==> config.mk <==
export PLATFORM = sky130hd
export DESIGN_NAME = absdiff_iter
export DESIGN_NICKNAME = d
export VERILOG_FILES = /design/src/rtl/absdiff_pkg.sv /design/src/rtl/absdiff_iter_gtcell.sv /design/src/rtl/absdiff_iter.sv
export SDC_FILE = /design/constraint.sdc
export NUM_CORES = 1
export LEC_CHECK = 0
export CORE_MARGIN = 5
export CORE_UTILIZATION = 45
export CTS_BUF_LIST = sky130_fd_sc_hd__clkbuf_16
export DETAILED_ROUTE_END_ITERATION = 8
export PLACE_DENSITY = 0.74
export SLEW_MARGIN = 20
export SYNTH_ARGS = -nofsm -noshare
export SYNTH_HDL_FRONTEND = slang
export SYNTH_SLANG_ARGS = --single-unit
export TNS_END_PERCENT = 50
==> constraint.sdc <==
create_clock -name clk -period 2.02 [get_ports clk]
set_input_delay 0.404 -clock clk [delete_from_list [all_inputs] [get_ports clk]]
set_output_delay 0.404 -clock clk [all_outputs]
set_load 0.01 [all_outputs]
==> src/rtl/absdiff_pkg.sv <==
// Shared types for the iterative absolute-difference unit (absdiff_iter).
package absdiff_pkg;

  // Controller states: accept, bit-serial compare, subtract, hold result.
  typedef enum logic [1:0] {
    IDLE = 2'd0,
    CMP  = 2'd1,
    SUB  = 2'd2,
    DONE = 2'd3
  } absdiff_state_t;

endpackage

==> src/rtl/absdiff_iter_gtcell.sv <==
// One bit of a greater-than comparator chain. din marks that a more significant
// bit already differed; gt fires only on the first (most significant) differing
// bit when in0 has the 1.
module GTComparator_1b_GL (
  input  logic in0,
  input  logic in1,
  input  logic din,
  output logic dout,
  output logic gt
);

  assign dout = din | (in0 ^ in1);
  assign gt   = ~din & in0 & ~in1;

endmodule

==> src/rtl/absdiff_iter.sv <==
// Iterative |in0 - in1| unit. Walks the operands MSB-first through a single
// 1-bit GT cell, then subtracts the smaller operand from the larger.
// Optional build macro: ABSDIFF_ITER_EARLY_EXIT_EN -- leave the compare phase
// as soon as the first differing bit has been seen.
module absdiff_iter
  import absdiff_pkg::*;
#(
  parameter int N = 8
) (
  input  logic         clk,
  input  logic         rst,
  input  logic         in_val,
  output logic         in_rdy,
  input  logic [N-1:0] in0,
  input  logic [N-1:0] in1,
  output logic         out_val,
  input  logic         out_rdy,
  output logic [N-1:0] out,
  output logic         gt
);

  localparam int IDX_W = $clog2(N);

  absdiff_state_t state, state_next;

  logic [N-1:0]     a;
  logic [N-1:0]     b;
  logic [IDX_W-1:0] idx;
  logic             done;
  logic             gtr;

  logic cell_dout;
  logic cell_gt;

  GTComparator_1b_GL u_cell (
    .in0  (a[idx]),
    .in1  (b[idx]),
    .din  (done),
    .dout (cell_dout),
    .gt   (cell_gt)
  );

  // State register.
  always_ff @(posedge clk or posedge rst) begin
    if (rst) begin
      state <= IDLE;
    end else begin
      state <= state_next;
    end
  end

  // Next-state logic.
  always_comb begin
    state_next = state;
    case (state)
      IDLE: begin
        if (in_val) begin
          state_next = CMP;
        end
      end
      CMP: begin
`ifdef ABSDIFF_ITER_EARLY_EXIT_EN
        // Once a bit differs, gtr is final and the remaining bits add nothing.
        if ((cell_dout == 1'b1) || (idx == '0)) begin
          state_next = SUB;
        end
`else
        if (idx == '0) begin
          state_next = SUB;
        end
`endif
      end
      SUB: begin
        state_next = DONE;
      end
      DONE: begin
        if (out_rdy) begin
          state_next = IDLE;
        end
      end
      default: begin
        state_next = IDLE;
      end
    endcase
  end

  // Handshake outputs, decoded from state only.
  always_comb begin
    in_rdy  = (state == IDLE);
    out_val = (state == DONE);
  end

  // Datapath: operand capture, bit-serial compare accumulation, subtract.
  always_ff @(posedge clk or posedge rst) begin
    if (rst) begin
      a    <= '0;
      b    <= '0;
      idx  <= '0;
      done <= 1'b0;
      gtr  <= 1'b0;
      out  <= '0;
      gt   <= 1'b0;
    end else begin
      case (state)
        IDLE: begin
          if (in_val) begin
            a    <= in0;
            b    <= in1;
            idx  <= IDX_W'(N - 1);
            done <= 1'b0;
            gtr  <= 1'b0;
          end
        end
        CMP: begin
          done <= cell_dout;
          gtr  <= gtr | cell_gt;
          idx  <= idx - 1'b1;
        end
        SUB: begin
          // Plain ternary so an unknown gtr propagates into out.
          out <= gtr ? (a - b) : (b - a);
          gt  <= gtr;
        end
        default: begin
        end
      endcase
    end
  end

endmodule

# [After elaboration in Yosys (flattened, before gate mapping)]
# Cells that the tools add are included.
[totals] ff_bits=32 out_inout_bits=11
[classes] n_addsub=3 order_cmp=1 eq_ne=6 muxes=14 n_bitwise=7 n_reduce_logical=6
[ops] operator="8-bit subtractor" n=2
[ops] operator="8-bit 2-to-1 mux" n=1
[ops] operator="2-bit case mux with 4 select lines" n=1
[ops] operator="1-bit binary-select mux with 3-bit select" n=2
[ops] operator="2-bit 2-to-1 mux" n=3
[ops] operator="3-bit case mux with 2 select lines" n=1
[ops] operator="2-bit equality test (second input constant)" n=2
[ops] operator="3-bit by 4-bit < comparator with 1-bit output (second input constant)" n=1
[ops] operator="2-bit != test (second input constant)" n=2
[ops] operator="1-bit case mux with 2 select lines" n=2
[ops] operator="2-bit AND reduction" n=2
[ops] operator="3-bit zero test" n=1
[ops] operator="1-bit 2-to-1 mux" n=3
[ops] operator="3-bit 2-to-1 mux" n=1
[ops] operator="3-bit AND reduction" n=1
[ops] operator="3-bit by 1-bit subtractor with 3-bit output (second input constant)" n=1
[ops] operator="1-bit bitwise AND" n=2
[ops] operator="2-bit by 1-bit equality test with 1-bit output (second input constant)" n=1
[ops] operator="2-bit zero test" n=1
[ops] operator="2-bit by 1-bit != test with 1-bit output (second input constant)" n=1
[ops] operator="1-bit inverter" n=2
[ops] operator="1-bit OR" n=2
[ops] operator="2-bit nonzero test" n=1
[ops] operator="1-bit bitwise XOR" n=1

# [Depth between registers and ports, before layout]
[depth] depth_word=6 ltp_mapped=8

# [Cells and area by module]
# Synthesis repeated with hierarchy kept, for this count alone.
[unflattened] cells_unflattened=193 area_unflattened_um2=2049.5
[modules_own_cells] module="absdiff_iter" n_inst=1 cells_each=190 area_each_um2=2026.9 seq_area_each_um2=800.8
[modules_own_cells] module="GTComparator_1b_GL" n_inst=1 cells_each=3 area_each_um2=22.5 seq_area_each_um2=0.0

# [Worst setup path before layout]
# Ideal clock, no wire load.
[synth_path] path_kind="reg-to-reg" from="register a[2]" to="register out[7]" setup_time_ns=0.126 t_arrival_ns=1.897 path_slack_ns=-0.003 stages_incl_launch_ff=8 cell_sequence="dfrtp_1 inv_1 ha_1 and3b_1 a2111oi_2 or4_1 a21oi_1 a311o_1"
[synth_via] elab_chain_cells=2
[synth_rtl] element="start: declaration" line="absdiff_iter.sv:26" text="logic [N-1:0] a;"
[synth_rtl] element="start signal: assignment" line="absdiff_iter.sv:107" text="a <= in0;"
[synth_rtl] element="8-bit subtractor" line="absdiff_iter.sv:121" text="out <= gtr ? (a - b) : (b - a);"
[synth_rtl] element="8-bit 2-to-1 mux *" line="absdiff_iter.sv:121"
[synth_rtl] element="end signal: assignment" line="absdiff_iter.sv:121"
[synth_rtl] element="end: declaration" line="absdiff_iter.sv:18" text="output logic [N-1:0] out,"
# Mark *: on every way between the ends. The rest lies on a longest branch, timed or not.
# A chain may end at the register's enable or synchronous reset.

# [Worst setup path in the final report]
[layout_path] from="register b[1]" to="register out[7]"
[layout_via] elab_chain_cells=2
[layout_rtl] element="start: declaration" line="absdiff_iter.sv:27" text="logic [N-1:0] b;"
[layout_rtl] element="start signal: assignment" line="absdiff_iter.sv:108" text="b <= in1;"
[layout_rtl] element="8-bit subtractor" line="absdiff_iter.sv:121"
[layout_rtl] element="8-bit 2-to-1 mux *" line="absdiff_iter.sv:121"
# Marks and branches as above.

==> flow_results.xml <==
<?xml version="1.0" encoding="UTF-8"?>
<metrics>
  <group name="worst_setup_path">
    <metric name="reg2reg_slack" unit="ns">0.06</metric>
    <metric name="worstReg2RegStart" unit="">b[1]</metric>
    <metric name="cp_num_buf_inv" unit="">0</metric>
    <metric name="critical_path.startpoint_type" unit="">flop</metric>
    <metric name="critical_path.top_delay_family" unit="">simple AND/OR/NAND/NOR gates</metric>
    <metric name="worst_r2r_endpoint" unit="">out[7]</metric>
    <metric name="timing.critical_path.cells" unit="">ha_4, nand3b_1, and4b_1, or4_4, a311o_1</metric>
    <metric name="worstSetupEndpointType" unit="">flop</metric>
    <metric name="cp_data_arrival_time" unit="ns">2.12</metric>
    <metric name="worstRegToRegCells" unit="">5</metric>
    <metric name="path_depth" unit="">5</metric>
    <metric name="timing_worst_setup_path_type" unit="">reg2reg</metric>
    <metric name="critical_path.endpoint" unit="">out[7]</metric>
    <metric name="startpoint" unit="">b[1]</metric>
    <metric name="slowest_delay" unit="ns">0.51</metric>
    <metric name="worstPathMaxFanout" unit="">4</metric>
    <metric name="required" unit="ns">2.18</metric>
    <metric name="slowest_stage" unit="">or4_4</metric>
  </group>
  <group name="placed_design">
    <metric name="place_congestion" unit="">0.900</metric>
    <metric name="hpwl" unit="um">3290</metric>
    <metric name="dpl_cell_area" unit="sq um">2520</metric>
    <metric name="io_buffer_count" unit="">30</metric>
  </group>
  <group name="yosys">
    <metric name="synthTopCellsByArea" unit="">dfrtp_1, ha_1, mux2_2</metric>
    <metric name="yosys_top_cell_by_area" unit="">dfrtp_1</metric>
    <metric name="synthDistinctLibCells" unit="">37</metric>
    <metric name="synth.yosys.warnings" unit="">0</metric>
    <metric name="syn_inst" unit="">193</metric>
    <metric name="syn_avg_cell_area" unit="sq um">10.7</metric>
    <metric name="synth-seq-cells" unit="">32</metric>
    <metric name="synth_sequential_area_ratio" unit="%">38.6</metric>
    <metric name="synthesis.nets" unit="">237</metric>
    <metric name="post_synth_instance_area" unit="sq um">2070</metric>
    <metric name="synth_top_area_share" unit="%">38.6</metric>
  </group>
  <group name="final_layout">
    <metric name="fillers" unit="">381</metric>
    <metric name="layout-area-overhead-vs-synth" unit="%">32.2</metric>
    <metric name="layout_common_cells" unit="">dfrtp_1, clkdlybuf4s50_1, inv_1</metric>
    <metric name="final_common_cell" unit="">dfrtp_1</metric>
    <metric name="antenna_cells_inserted" unit="">0</metric>
    <metric name="final_net_count" unit="">286</metric>
    <metric name="drive_gt1_share" unit="%">23.0</metric>
    <metric name="design_area" unit="sq um">2740</metric>
  </group>
  <group name="clock_network">
    <metric name="clk_lat_worst_skew" unit="ns">0.27</metric>
    <metric name="cts_inserted_buffers" unit="">5</metric>
    <metric name="htreeDepth" unit="">2</metric>
    <metric name="holdBufCountCts" unit="">0</metric>
    <metric name="ctsRootBufferMaster" unit="">clkbuf_16</metric>
    <metric name="cts_clock_pin_slew_for_the_worst_setup_and_hold_paths" unit="ns">0.05</metric>
    <metric name="clk_path_buf_depth" unit="">2</metric>
    <metric name="tritoncts" unit="">yes</metric>
    <metric name="cts.sink_count" unit="">32</metric>
  </group>
  <group name="floorplan">
    <metric name="die_area" unit="sq um">6060</metric>
    <metric name="rows" unit="">24</metric>
    <metric name="num_io_pins" unit="">31</metric>
    <metric name="initial_core_util" unit="%">46.9</metric>
    <metric name="placeableCoreArea" unit="sq um">4410</metric>
    <metric name="die_width" unit="um">77.9</metric>
    <metric name="die_span_in_y" unit="um">77.9</metric>
  </group>
  <group name="detailed_routing">
    <metric name="routed-via-count" unit="">1551</metric>
    <metric name="drt-total-wl" unit="um">4350</metric>
    <metric name="detailedRoute.firstIterationViolations" unit="">74</metric>
    <metric name="drt-wirelength-per-cell" unit="um">14.7</metric>
    <metric name="routed_via_density" unit="">5.26</metric>
    <metric name="drt_first_pass_iters" unit="">4</metric>
    <metric name="ant_nets" unit="">0</metric>
    <metric name="drc" unit="">0</metric>
  </group>
  <group name="sta">
    <metric name="fin_worst_skew" unit="ns">0.00367</metric>
    <metric name="grt_setup_unrepaired" unit="">yes</metric>
    <metric name="finalHoldViolations" unit="">0</metric>
    <metric name="worstMarginPinSlew" unit="ns">0.413</metric>
    <metric name="drv_slew" unit="">0</metric>
    <metric name="hold_slack" unit="ns">0.489</metric>
    <metric name="layout_worst_path_cycle_share" unit="%">97.3</metric>
    <metric name="timing.final.setup_violations" unit="">0</metric>
    <metric name="period_minus_slack" unit="ns">1.96</metric>
    <metric name="fmax" unit="GHz">0.509</metric>
    <metric name="relSlewSlack" unit="%">72.5</metric>
  </group>
  <group name="run_status">
    <metric name="status" unit="">finished, final reports clean</metric>
  </group>
  <group name="power">
    <metric name="power_density" unit="nW/um^2">1910</metric>
    <metric name="p_leak" unit="uW">0.00124</metric>
    <metric name="ir_drop" unit="mV">0.804</metric>
  </group>
  <group name="grt">
    <metric name="first_global_vias" unit="">1587</metric>
    <metric name="grt_pass1_wl" unit="um">7560</metric>
    <metric name="grt_max_degree" unit="">33</metric>
    <metric name="grtUsageTotal" unit="%">15.3</metric>
    <metric name="number_of_antenna_violations_at_the_first_check_in_global_routing" unit="">0</metric>
    <metric name="gr-total-overflow" unit="">0</metric>
  </group>
  <group name="flow_run">
    <metric name="drv_cap" unit="">0</metric>
  </group>
  <group name="hold_path">
    <metric name="hold_class" unit="">reg2reg</metric>
    <metric name="min_delay_path_depth" unit="">1</metric>
  </group>
</metrics>
[how the worst min path moves through the flow]
stage / from / endpoint / slack [ns]
3_3_place_gp: idx[0] / idx[0] / 0.47
3_5_place_dp: idx[0] / idx[0] / 0.48
4_1_cts: idx[0] / idx[0] / 0.49
5_1_grt: idx[0] / idx[0] / 0.52
2_1_floorplan: idx[0] / idx[0] / 0.45
6_report: idx[0] / idx[0] / 0.49
[area by class of cell]
cell class / instances / area (sq um) / area share (%)
multi-input cells: 133 / 1220 / 44.5
clock inverters: 3 / 11.3 / 0.411
clock buffers: 5 / 125 / 4.57
repair buffers: 48 / 435 / 15.9
well taps: 52 / 65.1 / 2.37
flip-flops and latches: 32 / 801 / 29.2
inverters: 22 / 82.6 / 3.01
[routing by layer]
layer  global-route usage [%]  part of all wire (%)  routed length, um  vias to the layer above
met5                        0                     0                  0                        -
met4                     4.81                   1.5                 67                        0
met3                     3.13                   5.5                240                        8
met2                     25.0                    47               2020                       41
met1                     20.3                    46               2020                      731
li1                         -                     -                  -                      771
[flip-flops by register name, summed over array words and instances, names as in the netlist]
register / cells
idx: 3
b: 8
done: 1
gtr: 1
out: 8
a: 8
gt: 1
state: 2
[what timing repair did]
item	4_1_cts	5_1_grt
setup buffers	0	2
resized for setup	1	12
pin swaps	0	4
setup endpoints to repair	2	6
[stage by stage]
step | setup TNS, ns | std cells | worst slack, ns | util (%) | power, uW
2_1_floorplan | 0 | 193 | 0.0114 | - | 3280
3_3_place_gp | 0 | 285 | 0.0504 | 57.1 | 4190
3_5_place_dp | -0.0220 | 285 | -0.0155 | 57.1 | 4260
4_1_cts | 0 | 293 | 0.00747 | 60.5 | 5020
5_1_grt | -0.00960 | 295 | -0.00960 | 62.1 | 5700
6_report | 0 | 295 | 0.0552 | 62.1 | 5230
[power breakdown]
part	internal, uW	switching (uW)
registers	973	276
clock network	442	253
logic	1740	1550
[cell families (layout without fill, tap and decap cells)]
| family | Yosys count | after routing | synth area share (%) |
|---|---|---|---|
| AOI/OAI and AO/OA | 36 | 36 | 10.9 |
| xor gates and xnor gates | 5 | 5 | 2.11 |
| adders and majority gates | 24 | 24 | 15.2 |
| buffers and inverters | 28 | 78 | 5.80 |
| DFF | 32 | 32 | 38.6 |
| muxes | 28 | 28 | 17.5 |
| and+or+nand+nor | 40 | 40 | 9.90 |
[synth_stat cells]
library cell / number
dfrtp_1: 32
ha_1: 22
inv_1: 22
mux2_2: 18
a21oi_1: 15
nor2_1: 12
nand2_1: 11
o21ai_0: 8
mux2i_1: 5
nor2b_1: 4
xnor2_1: 4
clkbuf_1: 3
mux4_2: 3
nand2b_1: 3
a211oi_1: 2
a31oi_1: 2
a32oi_1: 2
buf_6: 2
fa_1: 2
nand3_1: 2
nor3_1: 2
o21a_1: 2
a2111oi_2: 1
a311o_1: 1
and2_1: 1
and3b_1: 1
and4b_1: 1
buf_1: 1
mux2_4: 1
mux4_1: 1
nand3b_1: 1
nor4b_2: 1
o22a_1: 1
o311ai_0: 1
o31ai_1: 1
or4_1: 1
xor2_1: 1
Power figures use the tool's default switching activity.
